$ cat config.mk
export PLATFORM = sky130hd
export DESIGN_NAME = pipeline_hazard_scoreboard
export DESIGN_NICKNAME = d
export VERILOG_FILES = /design/src/rtl/cpu_pipe_pkg.sv /design/src/rtl/hazard_lookup.sv /design/src/rtl/pipeline_hazard_scoreboard.sv
export SDC_FILE = /design/constraint.sdc
export NUM_CORES = 1
export LEC_CHECK = 0
export CORE_ASPECT_RATIO = 1.75
export CORE_MARGIN = 2
export CORE_UTILIZATION = 41
export DETAILED_ROUTE_END_ITERATION = 12
export PLACE_DENSITY = 0.94
export SLEW_MARGIN = 30
export SYNTH_ARGS = -nofsm -noshare
export SYNTH_HDL_FRONTEND = slang
export SYNTH_HIERARCHICAL = 1
export SYNTH_SLANG_ARGS = --single-unit
$ cat constraint.sdc
create_clock -name clock -period 3.99 [get_ports clock]
set_input_delay 0.399 -clock clock [delete_from_list [all_inputs] [get_ports clock]]
set_output_delay 0.399 -clock clock [all_outputs]
set_load 0.05 [all_outputs]
$ cat src/rtl/cpu_pipe_pkg.sv
// -----------------------------------------------------------------------------
// cpu_pipe_pkg
// Shared types and helpers for the pipelined CPU hazard/forwarding logic.
//   sb_entry_t  : one in-flight register write {valid, rd, ready}
//   SEL_REGFILE : forwarding select value meaning "use the register file"
//   STAGE_EX    : index of the first stage after ID
//   clamp_ready : maps a raw ready-stage request into 1..depth
// Entry fields are sized for the largest supported configuration
// (AW <= SB_AW_MAX, SW <= SB_SW_MAX). Narrower register numbers and ready
// fields are zero-extended into them.
// -----------------------------------------------------------------------------
package cpu_pipe_pkg;

  localparam int SB_AW_MAX   = 8;
  localparam int SB_SW_MAX   = 8;
  localparam int SEL_REGFILE = 0;
  localparam int STAGE_EX    = 1;

  typedef struct packed {
    logic                 valid;
    logic [SB_AW_MAX-1:0] rd;
    logic [SB_SW_MAX-1:0] ready;
  } sb_entry_t;

  // A result can never be available before EX, nor later than the last
  // tracked stage, so requests outside 1..depth are pulled to the nearest end.
  function automatic logic [SB_SW_MAX-1:0] clamp_ready(
    input logic [SB_SW_MAX-1:0] ready,
    input int                   depth
  );
    if (ready == '0) return SB_SW_MAX'(STAGE_EX);
    if (int'(ready) > depth) return SB_SW_MAX'(depth);
    return ready;
  endfunction

endpackage

$ cat src/rtl/hazard_lookup.sv
// -----------------------------------------------------------------------------
// hazard_lookup
// Priority search of the scoreboard for one source operand.
//   entries   in  scoreboard, index k = stage k after ID (1 = EX)
//   src       in  source register number
//   used      in  operand is actually read
//   hit       out a valid in-flight write to src exists
//   stage     out youngest (lowest-index) matching stage
//   not_ready out the youngest match has not produced its result yet
// Register 0 never matches.
// -----------------------------------------------------------------------------
module hazard_lookup
  import cpu_pipe_pkg::*;
#(
  parameter int AW    = 5,
  parameter int SW    = 2,
  parameter int DEPTH = 3
) (
  input  sb_entry_t       entries [1:DEPTH],
  input  logic [AW-1:0]   src,
  input  logic            used,
  output logic            hit,
  output logic [SW-1:0]   stage,
  output logic            not_ready
);

  // NOTE: every output gets a default before the search so that no path
  // leaves it unassigned, which would infer a latch.
  always_comb begin
    hit       = 1'b0;
    stage     = '0;
    not_ready = 1'b0;
    if (used && (src != '0)) begin
      // Scan oldest to youngest; the last match written is the youngest.
      for (int k = DEPTH; k >= 1; k--) begin
        if (entries[k].valid && (entries[k].rd == SB_AW_MAX'(src))) begin
          hit       = 1'b1;
          stage     = SW'(k);
          not_ready = k < int'(entries[k].ready);
        end
      end
    end
  end

endmodule

$ cat src/rtl/pipeline_hazard_scoreboard.sv
// -----------------------------------------------------------------------------
// pipeline_hazard_scoreboard
// Hazard and forwarding unit beside the ID stage. Tracks in-flight register
// writes over DEPTH post-ID stages and the stage at which each result becomes
// valid, raises the ID stall and selects forwarded operand data.
//   clock, resetn          clock, asynchronous active-low reset
//   id_valid/flush         ID holds a real instruction / it is squashed
//   id_rs, id_rs_used      first source register and its use flag
//   id_rt, id_rt_used      second source register and its use flag
//   id_rd, id_wreg         destination register and write enable
//   id_ready               first stage (1..DEPTH) where the result is valid
//   reg_a, reg_b           register file reads for rs / rt
//   stage_data             stage k result at bits [k*DW-1:(k-1)*DW]
//   stall                  hold PC and IF/ID, bubble into EX
//   fwd_sel_a/b            0 = register file, k = stage k
//   fwd_data_a/b           forwarded operand values
//   stall_count            saturating count of stalled cycles
// -----------------------------------------------------------------------------
module pipeline_hazard_scoreboard
  import cpu_pipe_pkg::*;
#(
  parameter int DW    = 32,
  parameter int AW    = 5,
  parameter int DEPTH = 3,
  parameter int SW    = 2,
  parameter int CNTW  = 32
) (
  input  logic              clock,
  input  logic              resetn,
  input  logic              id_valid,
  input  logic [AW-1:0]     id_rs,
  input  logic              id_rs_used,
  input  logic [AW-1:0]     id_rt,
  input  logic              id_rt_used,
  input  logic [AW-1:0]     id_rd,
  input  logic              id_wreg,
  input  logic [SW-1:0]     id_ready,
  input  logic              flush,
  input  logic [DW-1:0]     reg_a,
  input  logic [DW-1:0]     reg_b,
  input  logic [DW*DEPTH-1:0] stage_data,
  output logic              stall,
  output logic [SW-1:0]     fwd_sel_a,
  output logic [DW-1:0]     fwd_data_a,
  output logic [SW-1:0]     fwd_sel_b,
  output logic [DW-1:0]     fwd_data_b,
  output logic [CNTW-1:0]   stall_count
);

  sb_entry_t       pipe [1:DEPTH];
  sb_entry_t       load_entry;
  logic            hit_a, hit_b, nr_a, nr_b;
  logic [SW-1:0]   stage_a, stage_b;

  hazard_lookup #(.AW(AW), .SW(SW), .DEPTH(DEPTH)) u_lookup_a (
    .entries   (pipe),
    .src       (id_rs),
    .used      (id_rs_used),
    .hit       (hit_a),
    .stage     (stage_a),
    .not_ready (nr_a)
  );

  hazard_lookup #(.AW(AW), .SW(SW), .DEPTH(DEPTH)) u_lookup_b (
    .entries   (pipe),
    .src       (id_rt),
    .used      (id_rt_used),
    .hit       (hit_b),
    .stage     (stage_b),
    .not_ready (nr_b)
  );

  // A squashed instruction can never hold the pipe.
  assign stall = id_valid && !flush && (nr_a || nr_b);

  // Only an instruction actually leaving ID enters EX; everything else is a
  // bubble. Writes to register 0 are dropped here so they never match.
  always_comb begin
    load_entry = '0;
    if (id_valid && !flush && !stall) begin
      load_entry.valid = id_wreg && (id_rd != '0);
      load_entry.rd    = SB_AW_MAX'(id_rd);
      load_entry.ready = clamp_ready(SB_SW_MAX'(id_ready), DEPTH);
    end
  end

  // NOTE: the whole shift register is reset, not just a pointer: the valid
  // bits must clear so instructions in flight at reset are forgotten.
  always_ff @(posedge clock or negedge resetn) begin
    if (!resetn) begin
      for (int k = 1; k <= DEPTH; k++) pipe[k] <= '0;
    end else begin
      // NOTE: non-blocking assignments make every stage take its
      // predecessor's old value, independent of statement order.
      pipe[1] <= load_entry;
      for (int k = 2; k <= DEPTH; k++) pipe[k] <= pipe[k-1];
    end
  end

  always_ff @(posedge clock or negedge resetn) begin
    if (!resetn) begin
      stall_count <= '0;
    end else if (stall && (stall_count != '1)) begin
      stall_count <= stall_count + CNTW'(1);
    end
  end

  // Forwarding mux; while stalled it still shows the raw lookup result.
  always_comb begin
    fwd_sel_a  = hit_a ? stage_a : SW'(SEL_REGFILE);
    fwd_sel_b  = hit_b ? stage_b : SW'(SEL_REGFILE);
    fwd_data_a = reg_a;
    fwd_data_b = reg_b;
    for (int k = 1; k <= DEPTH; k++) begin
      if (hit_a && (stage_a == SW'(k))) fwd_data_a = stage_data[(k-1)*DW +: DW];
      if (hit_b && (stage_b == SW'(k))) fwd_data_b = stage_data[(k-1)*DW +: DW];
    end
  end

endmodule

==> impl_results.md <==
* Grt met3 use at 10.8%
* Worst Hold Class: in -> async
* H-tree depth at 2
* Cell Pwr Density at 181 nW/um2
* Post-Place Worst Slack at 0.368 ns
* Met2 GRT Util at 54.2%
* WP data required at 3.59 ns
* RePlAce Congestion at 1.00
* Total Wirelength at 22400 um
* HPWL after DPL at 17200 um
* Lkg Pwr at 3.60 nW
* CTS tree: built
* Max Root-Sink Buffers at 2
* Later-pin clock latency in the skew report at 0.30 ns
* Vias per Instance at 5.69
* GRT Max-Usage Layer: met2
* Maximum VDD drop at 0.000321 V
* Fin crit share at 89.3%
* Mean cell area of the mapped netlist at 8.08 um2
* Die area at 14100 um2
* TritonCTS Buffers at 5
* Crit path time final at 3.56 ns
* Max FO, Critical Path at 65
* Final Cell Area at 8670 um2
* Share of cells above drive strength 1 at 18.7%
* DR WL/cell at 19.4 um
* First-pass GRT wire length at 34000 um
* Least-Margin Pin Slew at 0.853 ns
* Kind of critical path: reg -> out
* Row count at 55
* Antenna-violating nets left at 0
* Placed insts at 1140
* YS warnings at 6
* Startpoint Class: register
* GRT Overall Usage at 30.3%
* # IOs at 285
* Cts hold-fix bufs at 0
* Post-Syn Area at 5390 um2
* Drc violations at 0
* Die height at 156 um
* Total gr overflow at 0
* RSZ-0062 raised after global routing: no
* Reg clk slew, reported paths at 0.07 ns
* Largest net degree at the start of global routing at 98
* Post CTS Setup Buffer Count at 0
* # resized after CTS at 0
* Final nets at 1161
* Core ar. at 12900 um2
* Setup-failing EPs final at 0
* Final Skew at 0.00579 ns
* Achievable Freq at 281 MHz
* Fin. Hold Viols at 0
* Port Buffers at 284
* Met1 usage in global routing at 30.7%
* Setup Total Neg Slack at 0 ns
* Drt initial violations at 294
* Worst slew margin at 42.7%
* Slew Limit Fails at 0
* Final worst setup slack at 0.426 ns
* Clock sinks at 54
* Root buffer cell: clkbuf_16
* Run status: finished, final reports clean
* Drt pass-1 iters at 7
* Crit. End Element: output pin
* Gate Count Post-Synth at 667
* Via count at 6552
* Fin util at 67.4%
* Area delta synth->final at 60.8%
* Antenna violations before repair at 6
* Die width at 90.7 um
* Crit path DAT at 3.16 ns
* Vias in the first global route at 6413
* Cell Count, Final, Fillers Out at 1152
* Initial Util at 41.9%
* Max Cap Violations at 0
* DP Area at 8520 um2
sequential cells by signal, summed over array words and instances, names as in the netlist:
name,flops
pipe,22
stall_count,32
cell type report:
class                           instances  area (um2)
Fill cell                             980        4200
Antenna cell                            4        10.0
Multi-Input combinational cell        576        3940
Tap cell                              171         214
Clock buffer                            6         129
Clock inverter                          2        13.8
Inverter                               40         150
Sequential cell                        54        1350
Timing Repair Buffer                  299        2870
routing by layer:
layer / part of all wire [%] / vias up / wire length (um)
li1: - / 3069 / -
met1: 34 / 3057 / 7520
met2: 50 / 348 / 11300
met3: 11 / 72 / 2420
met4: 5.1 / 6 / 1150
met5: 0.17 / - / 39
per-stage QoR:
stage / hold slack, ns / total power, W
floorplan: 0.103 / 0.000840
CTS: 0.233 / 0.00157
global placement: 0.332 / 0.00113
detailed placement: 0.337 / 0.00114
global route: 0.268 / 0.00163
finish: 0.204 / 0.00157
worst paths after layout:
check,end,slack (ns),start,cells after the start
setup / recovery,fwd_data_b[25],0.43,pipe[50]$_DFF_PN0_,9
hold / removal,stall_count[17]$_DFFE_PN0P_,0.20,resetn,2
setup reg to reg,stall_count[20]$_DFFE_PN0P_,0.61,pipe[50]$_DFF_PN0_,9
hold reg to reg,pipe[17]$_DFF_PN0_,0.35,pipe[34]$_DFF_PN0_,0
max in group asynchronous,pipe[28]$_DFF_PN0_,3.31,resetn,2
min in group clock,pipe[17]$_DFF_PN0_,0.35,pipe[34]$_DFF_PN0_,0
where the power goes:
group	switching (W)	total [W]	internal, W	leakage, nW
Clock	0.000201	0.000434	0.000233	0.0709
Sequential	0.0000107	0.000567	0.000556	0.737
Combinational	0.000277	0.000565	0.000288	2.79
Total	0.000488	0.00157	0.00108	3.60
critical path, cell delays in order, from the launching register on:
cell	delay, ns
dfrtp_1	0.35
or4b_1	0.50
nor4_1	0.31
nand3_1	0.29
a21oi_4	0.27
buf_12	0.31
mux2_2	0.39
o22ai_1	0.11
a21oi_1	0.08
buf_4	0.22
cells in the final DEF (no fill, tap or decap), types with 3 or more instances in the layout:
master / n
clkdlybuf4s50_1: 214
buf_4: 77
o22ai_1: 62
nand2_1: 56
nor2_1: 55
dfrtp_1: 54
conb_1: 54
inv_1: 40
a21oi_1: 35
xor2_1: 35
a31oi_1: 34
mux2i_1: 33
o221a_2: 33
mux2_2: 32
xnor2_1: 23
nand3_1: 17
nor4_1: 16
nand4_1: 14
and2_1: 9
nor3_1: 9
buf_12: 7
clkbuf_16: 5
diode_2: 4
or3_1: 4
a211oi_1: 4
or4b_4: 4
a21oi_4: 4
or2_2: 3
and3_1: 3
nor4b_1: 3
Power figures use the tool's default switching activity.
